===== src/rtl/fpcvt_pkg.sv =====
// Shared definitions for the 8-bit float sample path: field widths, the
// packed float sample type, and the accumulator FSM state encoding.
package fpcvt_pkg;

  localparam int FP_E_W     = 3;
  localparam int FP_F_W     = 5;
  localparam int LIN_W      = 13;
  localparam int FP_MAG_MAX = 3968;

  typedef struct packed {
    logic              s;
    logic [FP_E_W-1:0] e;
    logic [FP_F_W-1:0] f;
  } fp8_t;

  typedef enum logic {
    ST_ACCUM,
    ST_DONE
  } state_t;

endpackage


===== src/rtl/fp_sample_accum_if.sv =====
// Sample-in / frame-total-out handshake bundle for fp_sample_accum.
// master = producer/consumer side, slave = the accumulator.
interface fp_sample_accum_if
  import fpcvt_pkg::*;
#(
  parameter int ACC_W = 16
);
  logic              in_valid;
  logic              in_ready;
  logic              in_s;
  logic [FP_E_W-1:0] in_e;
  logic [FP_F_W-1:0] in_f;
  logic              out_valid;
  logic              out_ready;
  logic [ACC_W-1:0]  out_sum;
  logic              out_ovf;

  modport master (
    output in_valid, in_s, in_e, in_f, out_ready,
    input  in_ready, out_valid, out_sum, out_ovf
  );

  modport slave (
    input  in_valid, in_s, in_e, in_f, out_ready,
    output in_ready, out_valid, out_sum, out_ovf
  );
endinterface


===== src/rtl/fp8_decode.sv =====
// Combinational decode of an 8-bit float {s,e,f} to a signed linear value
// (f << e, negated when s is set). Negative zero decodes to 0.
module fp8_decode
  import fpcvt_pkg::*;
(
  input  fp8_t                    fp,
  output logic signed [LIN_W-1:0] val
);
  logic [LIN_W-2:0] mag;

  always_comb begin
    mag = {{(LIN_W-1-FP_F_W){1'b0}}, fp.f} << fp.e;
    val = fp.s ? -$signed({1'b0, mag}) : $signed({1'b0, mag});
  end
endmodule


===== src/rtl/fp_sample_accum.sv =====
// Frame accumulator: decodes float samples and sums NUM_SAMPLES of them into
// a held frame total. Define FP_ACCUM_SATURATE_EN to clamp instead of wrap.
//
//   state    | meaning
//   ST_ACCUM | accepting samples, building the running sum
//   ST_DONE  | frame total presented, waiting for out_ready
module fp_sample_accum
  import fpcvt_pkg::*;
#(
  parameter int NUM_SAMPLES = 8,
  parameter int ACC_W       = 16
) (
  input logic               clk,
  input logic               rst_n,
  input logic               clr,
  fp_sample_accum_if.slave  bus
);
  localparam int CNT_W = $clog2(NUM_SAMPLES + 1);

  state_t                   state, state_nxt;
  logic [CNT_W-1:0]         count;
  logic signed [ACC_W-1:0]  acc, acc_nxt, sum_q, val_ext, sum_raw;
  logic signed [LIN_W-1:0]  lin_val;
  logic                     ovf_q, add_ovf, accept, last;
  logic                     in_ready_c, out_valid_c;
  fp8_t                     sample;

  assign sample = {bus.in_s, bus.in_e, bus.in_f};

  fp8_decode u_decode (
    .fp  (sample),
    .val (lin_val)
  );

  // Overflow is only possible when both operands share a sign and the result flips it.
  always_comb begin
    val_ext = ACC_W'(lin_val);
    sum_raw = acc + val_ext;
    add_ovf = (acc[ACC_W-1] == val_ext[ACC_W-1]) && (sum_raw[ACC_W-1] != acc[ACC_W-1]);
`ifdef FP_ACCUM_SATURATE_EN
    if (add_ovf)
      acc_nxt = acc[ACC_W-1] ? {1'b1, {(ACC_W-1){1'b0}}} : {1'b0, {(ACC_W-1){1'b1}}};
    else
      acc_nxt = sum_raw;
`else
    acc_nxt = sum_raw;
`endif
  end

  always_ff @(posedge clk or negedge rst_n) begin
    if (!rst_n) state <= ST_ACCUM;
    else        state <= state_nxt;
  end

  always_comb begin
    state_nxt = state;
    case (state)
      ST_ACCUM: if (accept && last) state_nxt = ST_DONE;
      ST_DONE:  if (clr || bus.out_ready) state_nxt = ST_ACCUM;
      default:  state_nxt = ST_ACCUM;
    endcase
  end

  always_comb begin
    in_ready_c  = (state == ST_ACCUM) && !clr;
    out_valid_c = (state == ST_DONE);
    accept      = in_ready_c && bus.in_valid;
    last        = (count == CNT_W'(NUM_SAMPLES - 1));
  end

  always_ff @(posedge clk or negedge rst_n) begin
    if (!rst_n) begin
      count <= '0;
      acc   <= '0;
      sum_q <= '0;
      ovf_q <= 1'b0;
    end else if (clr || (out_valid_c && bus.out_ready)) begin
      count <= '0;
      acc   <= '0;
      ovf_q <= 1'b0;
    end else if (accept) begin
      count <= count + CNT_W'(1);
      acc   <= acc_nxt;
      ovf_q <= ovf_q | add_ovf;
      if (last) sum_q <= acc_nxt;
    end
  end

  assign bus.in_ready  = in_ready_c;
  assign bus.out_valid = out_valid_c;
  assign bus.out_sum   = sum_q;
  assign bus.out_ovf   = ovf_q;
endmodule

===== src/flat_wrapper.sv =====
// flat-port wrapper written by rule: the top's interface ports become plain ports
module fp_sample_accum_flat import fpcvt_pkg::*;
#(
  parameter int NUM_SAMPLES = 8,
  parameter int ACC_W       = 16
)
  (clk, rst_n, clr, bus_in_valid, bus_in_s, bus_in_e, bus_in_f, bus_out_ready, bus_in_ready, bus_out_valid, bus_out_sum, bus_out_ovf);
  fp_sample_accum_if #(.ACC_W(ACC_W)) bus_i ();
  input logic clk;
  input logic rst_n;
  input logic clr;
  input wire logic [$bits(bus_i.in_valid)-1:0] bus_in_valid;
  input wire logic [$bits(bus_i.in_s)-1:0] bus_in_s;
  input wire logic [$bits(bus_i.in_e)-1:0] bus_in_e;
  input wire logic [$bits(bus_i.in_f)-1:0] bus_in_f;
  input wire logic [$bits(bus_i.out_ready)-1:0] bus_out_ready;
  output wire logic [$bits(bus_i.in_ready)-1:0] bus_in_ready;
  output wire logic [$bits(bus_i.out_valid)-1:0] bus_out_valid;
  output wire logic [$bits(bus_i.out_sum)-1:0] bus_out_sum;
  output wire logic [$bits(bus_i.out_ovf)-1:0] bus_out_ovf;
  assign bus_i.in_valid = bus_in_valid;
  assign bus_i.in_s = bus_in_s;
  assign bus_i.in_e = bus_in_e;
  assign bus_i.in_f = bus_in_f;
  assign bus_i.out_ready = bus_out_ready;
  assign bus_in_ready = bus_i.in_ready;
  assign bus_out_valid = bus_i.out_valid;
  assign bus_out_sum = bus_i.out_sum;
  assign bus_out_ovf = bus_i.out_ovf;
  fp_sample_accum #(.NUM_SAMPLES(NUM_SAMPLES), .ACC_W(ACC_W)) u_core (.clk(clk), .rst_n(rst_n), .clr(clr), .bus(bus_i));
endmodule

===== config.mk =====
export PLATFORM = sky130hd
export DESIGN_NAME = fp_sample_accum_flat
export DESIGN_NICKNAME = d
export VERILOG_FILES = /design/src/rtl/fpcvt_pkg.sv /design/src/rtl/fp_sample_accum_if.sv /design/src/rtl/fp8_decode.sv /design/src/rtl/fp_sample_accum.sv /design/src/flat_wrapper.sv
export SDC_FILE = /design/constraint.sdc
export NUM_CORES = 1
export LEC_CHECK = 0
export BUFFER_PORTS_ARGS = -buffer_cell sky130_fd_sc_hd__buf_2
export CAP_MARGIN = 20
export CORE_UTILIZATION = 45
export DETAILED_ROUTE_END_ITERATION = 12
export GPL_TIMING_DRIVEN = 0
export PLACE_DENSITY_LB_ADDON = 0.08
export SKIP_LAST_GASP = 1
export SYNTH_ARGS = -nofsm -noshare
export SYNTH_HDL_FRONTEND = slang
export SYNTH_SLANG_ARGS = --single-unit

===== constraint.sdc =====
create_clock -name clk -period 5.85 [get_ports clk]
set_input_delay 1.17 -clock clk [delete_from_list [all_inputs] [get_ports clk]]
set_output_delay 1.17 -clock clk [all_outputs]
set_load 0.1 [all_outputs]

==> results of run 1 <==
## critical path, cell delays in order
cell,delay (ns)
sky130_fd_sc_hd__buf_2,0.15
sky130_fd_sc_hd__buf_6,0.16
sky130_fd_sc_hd__buf_2,0.22
sky130_fd_sc_hd__mux2_2,0.36
sky130_fd_sc_hd__nor2_1,0.14
sky130_fd_sc_hd__nor2_1,0.10
sky130_fd_sc_hd__a211oi_1,0.33
sky130_fd_sc_hd__a21oi_1,0.12
sky130_fd_sc_hd__a31oi_1,0.33
sky130_fd_sc_hd__ha_1,0.32
sky130_fd_sc_hd__a21oi_1,0.18
sky130_fd_sc_hd__o21ai_0,0.14
sky130_fd_sc_hd__a21o_1,0.18
sky130_fd_sc_hd__a31oi_1,0.33
sky130_fd_sc_hd__xnor2_2,0.18
sky130_fd_sc_hd__o21bai_1,0.08
sky130_fd_sc_hd__a22o_1,0.24
## cells by family after synthesis
logic type / count (synthesis) / synth area share
AOI/OAI and AO/OA: 109 / 0.258
xor gates and xnor gates: 24 / 0.0774
adders and majority gates: 17 / 0.0783
buffers and inverters: 24 / 0.0391
DFF: 38 / 0.338
muxes: 18 / 0.0707
and+or+nand+nor: 80 / 0.138
## state kept, by name, indices dropped and copies added (netlist names)
signal and cells:
u_core.bus.out_ovf 1, u_core.bus.out_sum 16, u_core.bus.out_valid 1, u_core.acc 16, u_core.count 4
## synth_stat cells, types with 5 or more instances
master | count | area [µm²]
sky130_fd_sc_hd__inv_1 | 9 | 33.8
sky130_fd_sc_hd__nor2_1 | 22 | 82.6
sky130_fd_sc_hd__ha_1 | 16 | 200
sky130_fd_sc_hd__a21o_1 | 8 | 60.1
sky130_fd_sc_hd__a22o_1 | 14 | 123
sky130_fd_sc_hd__xnor2_1 | 15 | 131
sky130_fd_sc_hd__nand2_1 | 31 | 116
sky130_fd_sc_hd__xor2_1 | 8 | 70.1
sky130_fd_sc_hd__clkbuf_1 | 8 | 30.0
sky130_fd_sc_hd__a211oi_1 | 5 | 37.5
sky130_fd_sc_hd__a21oi_1 | 29 | 145
sky130_fd_sc_hd__mux2_2 | 15 | 169
sky130_fd_sc_hd__dfrtp_1 | 38 | 951
sky130_fd_sc_hd__a31oi_1 | 5 | 31.3
sky130_fd_sc_hd__o21ai_0 | 25 | 125
## how the worst max path moves through the flow
stage	start	end	slack, ns	cells past startpoint
floorplan	bus_in_e[1]	u_core.acc[15]$_DFFE_PN0P_	1.70	17
global placement	bus_in_e[1]	u_core.acc[15]$_DFFE_PN0P_	1.05	17
detailed placement	bus_in_e[1]	u_core.acc[15]$_DFFE_PN0P_	0.98	16
CTS	bus_in_e[1]	u_core.acc[15]$_DFFE_PN0P_	1.29	16
global route	bus_in_e[1]	u_core.acc[15]$_DFFE_PN0P_	0.97	17
finish	bus_in_e[1]	u_core.acc[15]$_DFFE_PN0P_	1.28	17
## power groups by stage
stage	combinational [mW]	clock, mW	sequential [mW]
2_1_floorplan	0.253	0	0.317
3_3_place_gp	0.329	0	0.311
3_5_place_dp	0.331	0	0.311
4_1_cts	0.333	0.176	0.306
5_1_grt	0.371	0.187	0.309
6_report	0.333	0.170	0.306
## layer usage
layer  vias up  GRT usage  wire (µm)
li1       1196          -          -
met1      1125      0.301       3310
met2        53      0.303       2640
met3         5     0.0371        284
met4         0     0.0321         25
met5         -          0          0
## layout make-up
class,count,area share
sequential,38,0.304
clock inverter,2,0.00320
buffer,15,0.0244
tap,75,0.0300
multi-input combinational,248,0.560
inverter,9,0.0108
timing repair buffer,28,0.0448
clock buffer,5,0.0220
## metrics by stage
stage | std cells | worst slack, ns
after detailed placement | 413 | 0.984
after global placement | 413 | 1.05
after floorplan | 310 | 1.70
final | 420 | 1.28
after global routing | 420 | 0.975
after CTS | 420 | 1.29
==> results by stage, run 1 <==
Place:
- The count of port buffers added during placement is 28.
- The weighted congestion at the end of routability-driven global placement is 0.898.
- After detailed placement, the total cell area comes to 3050 µm².
- Detailed placement ended at an HPWL of 4730 µm.

Cells and area:
- The most common cell after layout, fill and taps aside is sky130_fd_sc_hd__dfrtp_1.
- The cell area after layout is 3130 µm².
- In the final layout, the share of cells above drive strength 1 is 0.191.
- From synthesis to final layout, the design area changed by 11.1%.
- The storage element area is 951 µm².
- The library cells used most frequently in the layout, excluding fill and tap cells, are 38 x sky130_fd_sc_hd__dfrtp_1, 32 x sky130_fd_sc_hd__buf_2, 31 x sky130_fd_sc_hd__nand2_1, 29 x sky130_fd_sc_hd__a21oi_1, 25 x sky130_fd_sc_hd__o21ai_0.
- The total inserted antenna cells is 0.
- After filler insertion, the fill cell instance count of the layout stands at 583.
- Measured on the finished design, the core utilization comes to 0.522.
- The final net count is 376.
- In the final layout, the multi-input gates occupy 1750 µm².

Power and ir drop:
- The design draws 0.810 mW.
- Cell internal power was estimated by the tool at 0.505 mW.
- The reported leakage power is 1.56 nW.
- Of the total power, combinational logic draws 0.412.
- The worst ir drop on vdd is 0.000176 V.
- The net switching power is 0.305 mW.
- The share of total power dissipated in sequential elements is 0.378.
- The fraction of power spent switching nets is 0.376.
- The clock network fraction of total power is 0.211.
- Dividing total power by cell area gives a power density of 259 nW/µm².

CTS:
- Clock-pin slew was measured on the worst setup and hold paths at 0.08 ns.
- The maximum number of buffers from clock root to sink is 2.
- CTS saw 38 sinks.
- The later pin in the worst-skew pair is clocked with a latency of 0.28 ns.
- In this run the number of H-tree levels came out at 2.
- The quantity of hold-fixing buffers added after cts is 0.
- The tree is rooted in a sky130_fd_sc_hd__clkbuf_8.
- Clock tree synthesis inserted a total of 5 buffers.
- The post-cts sizing count is 0.
- TritonCTS built the clock tree.
- The post-CTS repair timing setup buffer count is 0.

Outcome:
- The run finished with clean final reports.

Routing:
- In this run, the number of DRC markers left after iteration 0 of detailed routing was 144.
- The wire length after detailed routing is 6260 µm.
- In the final routed layout, each cell accounts on average for 14.9 µm.
- The count of TritonRoute iterations in the first routing pass is 4.
- In the routed design, unresolved DRC markers number 0.
- Dividing the detail-routed via count by the number of cells gives 5.66.
- The post-detailed-route count of antenna-violating nets is 0.
- The routed layout has 2379 vias.

STA:
- The final critical-path share of the clock period is 0.781.
- The max-slew violation total from the final report is 0.
- The number of hold violations in the final report is 0.
- The worst relative slew slack is 0.444.
- Setup repair after global routing left no endpoint under its margin.
- Setup violations remaining at the end of the flow were counted as 0.
- The worst hold slack is 0.473 ns.
- Across the routed clock network, the largest skew measured is 0.00687 ns.
- The shortest period the worst path allows is 4.57 ns.
- Derived from the worst setup path, the maximum achievable clock frequency is 219 MHz.
- In the final timing run, aggregate negative setup slack is 0 ns.
- At the pin with the least slew margin, the transition time is 0.834 ns.

GRT:
- The global-route wire length before repair is 9990 µm.
- The total global routing overflow is 0.
- Entering global routing, the biggest net connects 39 pins.
- The overall fraction of global-route tracks in use is 0.201.
- The number of antenna violations at the first check in global routing was 0.
- The number of global-route vias before repair is 2047.

Floorplanning:
- The floorplan has 28 rows.
- Measured along the y axis, the die boundary spans 81.1 µm.
- The total core area is 5990 µm².
- The number of placed I/O pins is 33.
- The die is 81.1 µm wide.
- The initial utilization of the core area, before any placement, comes to 0.470.
- The die covers 6570 µm².

Synth:
- Of the synthesized area, sequential elements account for 0.338.
- The number of nets in the synthesized netlist is 341.
- In this run, synthesis inferred 0 flip-flops with an integrated enable.
- The synthesized design contains 38 register bits.
- The proportion of synthesized flip-flops having asynchronous set or reset is 1.00.
- The average size of a mapped cell is 9.07 µm².
- Among all flip-flop cells after synthesis, the most frequent one is sky130_fd_sc_hd__dfrtp_1.
- The number of instances in the synthesized netlist is 310.
- The number of unique standard cell types used by synthesis is 51.
- Yosys printed 0 warnings.
- After synthesis the cells add up to 2810 µm².

Setup path:
- In this run the critical register-to-register path is captured at u_core.bus.out_sum[12]$_DFFE_PN0P_.
- The type of destination of the critical path is a flip-flop.
- In this run the worst path has a maximum fanout of 10.
- The data required time at the worst endpoint is 6.03 ns.
- The worst reg2reg path depth is 9.
- The startpoint kind of the worst setup timing path is an input pin.
- The type of the worst setup path is input pin to flip-flop.
- Data arrives at the worst endpoint at 4.74 ns.
- The setup check on the worst reg-to-reg path leaves a slack of 3.20 ns.
- The source of the worst register-to-register timing path is u_core.acc[0]$_DFFE_PN0P_.

Flow run:
- The number of max-cap violations is 0.

Min path:
- The worst hold path terminates at u_core.bus.out_sum[2]$_DFFE_PN0P_.
- The critical hold path startpoint is u_core.bus.out_sum[2]$_DFFE_PN0P_.
- The type of the tightest min-delay check is flip-flop to flip-flop.
- The cell depth of the worst min-delay path is 2.
(Power assumes the default switching activity.)
==> run 2, diff against run 1 <==
==> constraint.sdc (replaced) <==
create_clock -name clk -period 3.7 [get_ports clk]
set_input_delay 0.74 -clock clk [delete_from_list [all_inputs] [get_ports clk]]
set_output_delay 0.74 -clock clk [all_outputs]
set_load 0.1 [all_outputs]
==> run 2 against run 1 <==
  * Utilization grew 6.7 points
  * Design area grew 13%
  * Cell count grew 4.8%
  * Largest cell class unchanged
  * Total power grew 91%
  * Critical path type unchanged
  * Clock skew is essentially flat
==> results by stage, run 2 (synthesized netlist as in run 1, its figures left out) <==
Outcome:
- The run finished with clean final reports.

Setup path:
- The largest fanout on the critical path is 5 (-5).
- The highest-delay cell along the critical path is sky130_fd_sc_hd__o32a_1.
- The data required time at the worst endpoint is 3.88 ns (-2.15 ns).
- STA classifies the critical path endpoint as a flip-flop.
- The data arrival time of the worst path is 3.84 ns (-0.90 ns).
- The critical path's largest stage delay was 0.34 ns (-0.02 ns).
- The kind of cell adding the most delay to the critical path is compound AO/OA/AOI/OAI gates.
- Walking the worst path, the cells encountered are buf_8, buf_6, buf_8, mux2_4, nor2_4, a21oi_2, o32a_1, o21ai_1, o21ai_1, ha_1, o211a_1, o21ai_2, a31oi_4, o31a_1, a21oi_2, xnor2_2, mux2_4.
- The startpoint kind of the worst setup timing path is an input pin.
- By startpoint and endpoint, the worst setup path is classified as input pin to flip-flop.
- The number of buffers and inverters on the critical path came to 3 (unchanged).

Routing:
- The wire length after detailed routing is 6930 µm (+11%).
- The routed wirelength normalized by instance count is 15.8 µm (+5.7%).
- The first-iteration detailed-routing DRC count came to 151 (+4.9%).
- The post-detailed-route count of antenna-violating nets is 0 (unchanged).
- The count of TritonRoute iterations in the first routing pass is 4 (unchanged).
- The total vias in the final route came to 2526 (+6.2%).
- The via-per-instance ratio is 5.74 (+1.4%).
- The remaining design rule violation count was 0 (unchanged).

STA:
- The worst relative slew slack is 0.426 (-0.0183).
- The shortest period the worst path allows is 3.67 ns.
- The number of setup violations in the final report is 0 (unchanged).
- The actual transition at the worst max-transition pin is 0.861 ns (+0.0274 ns).
- Setup repair after global routing could not meet its margin everywhere.
- The number of hold violations in the final report is 0 (unchanged).
- Dividing the final minimum period by the clock period gives 0.991.
- The max-slew violation total from the final report is 0 (unchanged).
- The final setup skew was 0.00698 ns (+0.000107 ns).
- The timing-limited maximum frequency is 273 MHz.
- The setup TNS after final layout is 0 ns (unchanged).

Floorplanning:
- The total core area came to 5990 µm² (unchanged).
- The number of placed I/O pins came to 33 (unchanged).
- The floorplan die area is 6570 µm² (unchanged).
- The starting utilization of the core area was 0.470 (unchanged).
- The standard-cell row count is 28 (unchanged).
- The die extent in x is 81.1 µm (unchanged).
- The die height is 81.1 µm (unchanged).

CTS:
- The number of sinks handled by clock tree synthesis was 38 (unchanged).
- The clock latency on the worst-skew pair is 0.29 ns (about the same).
- The number of buffers created by CTS came to 5 (unchanged).
- The maximum number of buffers from clock root to sink came to 2 (unchanged).
- TritonCTS built the clock tree.
- The clock transition at the registers of the reported paths was 0.07 ns (about the same).
- The clock tree root buffer cell is sky130_fd_sc_hd__clkbuf_8.
- The depth of the CTS H-tree came to 2 (unchanged).

Cells and area:
- The ratio of cells with drive above 1 in the final layout is 0.307 (+0.116).
- In the layout the commonest cells are 38 x sky130_fd_sc_hd__dfrtp_1, 31 x sky130_fd_sc_hd__nand2_1, 30 x sky130_fd_sc_hd__buf_2, 23 x sky130_fd_sc_hd__a21oi_1, 19 x sky130_fd_sc_hd__buf_4.
- The number of cells in the finished layout apart from fillers is 440 (+4.8%).
- The final net count was 395 (+5.1%).
- The total inserted antenna cells is 0 (unchanged).
- From synthesis to final layout, the design area changed by 25.4%.
- The number of fillers in the final layout is 530 (-9.1%).
- The library cell used most frequently in the layout, excluding fill and tap cells, is sky130_fd_sc_hd__dfrtp_1.

GRT:
- The overall fraction of global-route tracks in use is 0.217 (+0.0159).
- The number of global-route vias before repair is 2162 (+5.6%).
- The total global routing overflow is 0 (unchanged).
- The global-route wire length before repair is 10800 µm (+7.8%).
- The number of antenna violations at the first check in global routing is 0 (unchanged).
- The pin count of the biggest net entering global routing is 39 (unchanged).

Flow run:
- The number of max-cap violations is 0 (unchanged).

Power and ir drop:
- The reported leakage power is 1.73 nW (+11%).
- The total power divided by cell area is 438 nW/µm² (+69%).
- The post-route total power came to 1.55 mW (+91%).
- The worst ir drop on vdd is 0.000336 V (+91%).

Place:
- The count of port buffers added during placement is 28 (unchanged).
- The total half-perimeter wirelength after legalization and detailed placement is 4800 µm (+1.6%).
- The cell count after placement was 413 (unchanged).
- The weighted congestion at the end of routability-driven global placement was 0.899 (+0.10%).

Min path:
- The type of the tightest min-delay check is flip-flop to flip-flop.
==> run 2: per-layer routing <==
layer | track usage | vias to the layer above | part of all wire
met1 | 0.323 | 1222 | 0.51
met2 | 0.328 | 55 | 0.44
li1 | - | 1243 | -
met4 | 0.0429 | 0 | 0.0087
met5 | 0 | - | 0
met3 | 0.0371 | 6 | 0.041
==> run 2: power breakdown <==
part,internal [mW],switching (mW)
combinational,0.280,0.360
clock,0.270,0.152
sequential,0.455,0.0294
total,1.00,0.541
==> run 2: worst paths after layout <==
path	start	end	slack (ns)	cells past startpoint
min in group asynchronous	rst_n	u_core.count[2]$_DFFE_PN0P_	0.56	1
worst min-delay path	u_core.bus.out_sum[8]$_DFFE_PN0P_	u_core.bus.out_sum[8]$_DFFE_PN0P_	0.49	2
worst min register to register	u_core.bus.out_sum[8]$_DFFE_PN0P_	u_core.bus.out_sum[8]$_DFFE_PN0P_	0.49	2
worst max-delay path	bus_in_e[1]	u_core.bus.out_sum[13]$_DFFE_PN0P_	0.03	17
max in group asynchronous	rst_n	u_core.bus.out_sum[14]$_DFFE_PN0P_	2.60	1
worst max register to register	u_core.acc[0]$_DFFE_PN0P_	u_core.bus.out_sum[12]$_DFFE_PN0P_	1.15	9
==> run 2: worst min-delay path: cells and delay by family (launching register included) <==
kind | cells | cell delay (ns)
flops | 1 | 0.35
simple gates | 1 | 0.05
compound gates | 1 | 0.06
==> run 2: final cells by class <==
type                       count  area (µm²)  area share
buffer                        15        90.1      0.0255
clock buffer                   5        68.8      0.0195
clock inverter                 3        68.8      0.0195
inverter                       9        33.8     0.00958
multi-input combinational    248        1930       0.547
sequential                    38         951       0.270
tap                           75        93.8      0.0266
timing repair buffer          47         293      0.0830
==> run 2: stage by stage <==
step | hold slack [ns] | utilization | setup slack (ns) | cell area, µm²
after detailed placement | 0.472 | 0.510 | -0.664 | 3050
final | 0.486 | 0.589 | 0.0348 | 3530
after global routing | 0.505 | 0.589 | -0.101 | 3530
after global placement | 0.461 | 0.510 | -0.621 | 3050
after floorplan | 0.444 | - | 0.0439 | 2820
after CTS | 0.490 | 0.547 | 0.0155 | 3270
==> run 2: what timing repair did <==
| item | in CTS | in global routing |
|---|---|---|
| endpoints found under the setup margin | 15 | 13 |
| hold buffers | 0 | 0 |
| pin swaps | 2 | 19 |
| buffers inserted | 3 | 16 |
| gates resized for setup | 16 | 38 |
==> run 3, diff against run 2 <==
--- a/config.mk
+++ b/config.mk
@@ -8,6 +8,7 @@
 export BUFFER_PORTS_ARGS = -buffer_cell sky130_fd_sc_hd__buf_2
 export CAP_MARGIN = 20
 export CORE_UTILIZATION = 45
+export CTS_CLUSTER_SIZE = 40
 export DETAILED_ROUTE_END_ITERATION = 12
 export GPL_TIMING_DRIVEN = 0
 export PLACE_DENSITY_LB_ADDON = 0.08
==> constraint.sdc (replaced) <==
create_clock -name clk -period 3.48 [get_ports clk]
set_input_delay 0.696 -clock clk [delete_from_list [all_inputs] [get_ports clk]]
set_output_delay 0.696 -clock clk [all_outputs]
set_load 0.1 [all_outputs]
==> run 3 against run 2 <==
  * The run now ends with negative setup slack left
  * Cell count shrank 0.91%
  * Wire length increased by 5.3%
  * Largest power group unchanged
  * Non-clock buffer count down 3
  * Design area decreased by 0.21%
==> results by stage, run 3 (synthesized netlist as in run 1, its figures left out) <==
Outcome:
- The flow ran to the end, but the final reports show violations.
- The final reports fail on negative setup slack.

GRT:
- The number of global-route vias before repair is 2185 (+1.1%).
- The number of antenna violations at the first check in global routing came to 0 (unchanged).
- The fraction of met3 tracks used by global routing is 0.0371 (unchanged).
- The total global routing overflow came to 0 (unchanged).
- The met2 demand-to-capacity share in global routing is 0.345 (+0.0168).
- The overall fraction of global-route tracks in use is 0.217 (-0.000322).
- met2 is the most crowded layer.
- The met1 track demand over resource is 0.311 (-0.0126).
- The global-route wire length before repair was 10700 µm (-0.70%).
- The pin count of the biggest net entering global routing is 39 (unchanged).

Floorplanning:
- The floorplan die area is 6570 µm² (unchanged).
- The starting utilization of the core area is 0.470 (unchanged).
- The die height is 81.1 µm (unchanged).
- The total core area came to 5990 µm² (unchanged).
- The number of placed I/O pins came to 33 (unchanged).
- The die extent in x was 81.1 µm (unchanged).
- The standard-cell row count was 28 (unchanged).

CTS:
- The depth of the CTS H-tree is 2 (unchanged).
- The number of sinks handled by clock tree synthesis is 38 (unchanged).
- In this run the clock root is driven by a sky130_fd_sc_hd__clkbuf_8.
- TritonCTS built the clock tree.
- The clock latency on the worst-skew pair is 0.29 ns (about the same).
- The number of buffers created by CTS is 5 (unchanged).
- The clock transition at the registers of the reported paths is 0.07 ns (about the same).
- The maximum number of buffers from clock root to sink was 2 (unchanged).

Cells and area:
- The most common cell after layout, fill and taps aside is sky130_fd_sc_hd__dfrtp_1.
- The area occupied by multi-input gates is 1990 µm² (+3.4%).
- The ratio of cells with drive above 1 in the final layout is 0.335 (+0.0283).
- Relative to the synthesized area, the layout overhead comes to 25.1%.
- The number of cells in the finished layout apart from fillers is 436 (-0.91%).
- The number of fillers in the final layout was 541 (+2.1%).
- The final net count was 392 (-0.76%).
- The cell area after layout is 3520 µm² (-0.21%).
- The storage element area was 951 µm² (unchanged).
- The utilization after layout is 0.588 (-0.00125).
- The library cells used most frequently in the layout, excluding fill and tap cells, are 38 x sky130_fd_sc_hd__dfrtp_1, 30 x sky130_fd_sc_hd__nand2_1, 28 x sky130_fd_sc_hd__buf_2, 21 x sky130_fd_sc_hd__a21oi_1, 16 x sky130_fd_sc_hd__nor2_1.
- The total inserted antenna cells is 0 (unchanged).

STA:
- The max-slew violation total from the final report was 0 (unchanged).
- The final setup skew is 0.00869 ns (+0.00172 ns).
- The setup TNS after final layout is -0.570 ns (-0.570 ns).
- The actual transition at the worst max-transition pin is 0.850 ns (-0.0110 ns).
- The shortest period the worst path allows is 3.64 ns.
- The final critical-path setup slack is -0.159 ns (-0.194 ns).
- The final critical-path share of the clock period is 1.05.
- For this run, the top clock speed supported by timing is 275 MHz.
- Setup repair after global routing could not meet its margin everywhere.
- The number of setup violations in the final report is 7 (+7).
- The worst relative slew slack came to 0.433 (+0.00733).
- The number of hold violations in the final report is 0 (unchanged).

Min path:
- The type of the tightest min-delay check is flip-flop to flip-flop.

Setup path:
- The type of the worst setup path is input pin to flip-flop.
- The largest fanout on the critical path was 9 (+4).
- The data required time at the worst endpoint is 3.65 ns (-0.23 ns).
- The data arrival time of the worst path is 3.81 ns (-0.03 ns).
- The worst setup path is captured at a flip-flop.
- The startpoint kind of the worst setup timing path is an input pin.

Routing:
- The total vias in the final route is 2480 (-1.8%).
- The first-iteration detailed-routing DRC count is 137 (-9.3%).
- The routed wirelength normalized by instance count came to 16.7 µm (+6.3%).
- The remaining design rule violation count was 0 (unchanged).
- The via-per-instance ratio is 5.69 (-0.92%).
- The count of TritonRoute iterations in the first routing pass is 5 (+1).
- The wire length after detailed routing is 7300 µm (+5.3%).
- The post-detailed-route count of antenna-violating nets is 0 (unchanged).

Place:
- The total half-perimeter wirelength after legalization and detailed placement is 4850 µm (+1.1%).
- The weighted congestion at the end of routability-driven global placement came to 0.883 (-1.7%).
- The count of port buffers added during placement came to 28 (unchanged).
- The cell count after placement was 413 (unchanged).
- The total placed instance area is 3100 µm² (+1.5%).

Power and ir drop:
- The reported leakage power is 1.69 nW (-2.5%).
- The worst ir drop on vdd is 0.000294 V (-12%).
- The total power divided by cell area is 439 nW/µm² (about the same).

Flow run:
- The number of max-cap violations is 0 (unchanged).
## run 3: cell count changes in the layout (fill, tap and decap cells not counted), sizes merged
cell	previous run	this run
clkbuf	13	15
bufinv	2	0
clkinv	1	2
buf	54	49
## run 3: through the flow
step	hold slack (ns)	setup WS, ns	total power, mW
6_report	0.480	-0.159	1.54
3_3_place_gp	0.461	-0.610	1.09
3_5_place_dp	0.471	-0.619	1.09
5_1_grt	0.500	-0.215	1.65
4_1_cts	0.488	-0.00584	1.42
2_1_floorplan	0.400	0.00377	0.975
## run 3: final timing paths
check | start | to | slack (ns) | depth (start not counted)
setup / recovery | bus_in_f[0] | u_core.bus.out_sum[10]$_DFFE_PN0P_ | -0.16 | 14
hold / removal | u_core.bus.out_sum[15]$_DFFE_PN0P_ | u_core.bus.out_sum[15]$_DFFE_PN0P_ | 0.48 | 2
setup reg to reg | u_core.acc[0]$_DFFE_PN0P_ | u_core.bus.out_sum[10]$_DFFE_PN0P_ | 0.92 | 10
min in group asynchronous | rst_n | u_core.acc[4]$_DFFE_PN0P_ | 0.52 | 1
hold reg to reg | u_core.bus.out_sum[15]$_DFFE_PN0P_ | u_core.bus.out_sum[15]$_DFFE_PN0P_ | 0.48 | 2
max in group asynchronous | rst_n | u_core.bus.out_sum[14]$_DFFE_PN0P_ | 2.43 | 1
## run 3: where the power goes
group,leakage (nW),switching (mW),internal [mW]
Sequential,0.519,0.0347,0.484
Clock,0.0438,0.150,0.134
Combinational,1.13,0.410,0.330
Total,1.69,0.595,0.949
## run 3: critical path, stage by stage
cell                        delay, ns
sky130_fd_sc_hd__buf_2           0.19
sky130_fd_sc_hd__nor2_2          0.09
sky130_fd_sc_hd__or2_2           0.34
sky130_fd_sc_hd__a32oi_4         0.33
sky130_fd_sc_hd__nand2_1         0.15
sky130_fd_sc_hd__xnor2_2         0.20
sky130_fd_sc_hd__ha_2            0.36
sky130_fd_sc_hd__a2111oi_2       0.48
sky130_fd_sc_hd__a21oi_1         0.11
sky130_fd_sc_hd__a31oi_1         0.26
sky130_fd_sc_hd__buf_4           0.15
sky130_fd_sc_hd__buf_4           0.10
sky130_fd_sc_hd__xnor2_1         0.09
sky130_fd_sc_hd__mux2_2          0.27
## run 3: cell type report
| cell class | instances | share of cell area |
|---|---|---|
| plain buffers | 15 | 0.0270 |
| clock buffers | 5 | 0.0196 |
| clock inverters | 2 | 0.00284 |
| inverters | 9 | 0.00960 |
| multi-input cells | 248 | 0.566 |
| flip-flops and latches | 38 | 0.270 |
| well taps | 75 | 0.0267 |
| repair buffers | 44 | 0.0779 |
## run 3: layer usage
layer	vias up	wire length (µm)
li1	1236	-
met1	1182	3620
met2	52	3370
met3	10	217
met4	0	95
met5	-	0
## run 3: timing repair
item,4_1_cts,5_1_grt
endpoints found under the setup margin,17,13
pin swaps,10,25
buffers inserted,6,10
resized for setup,15,46
hold buffers,0,0
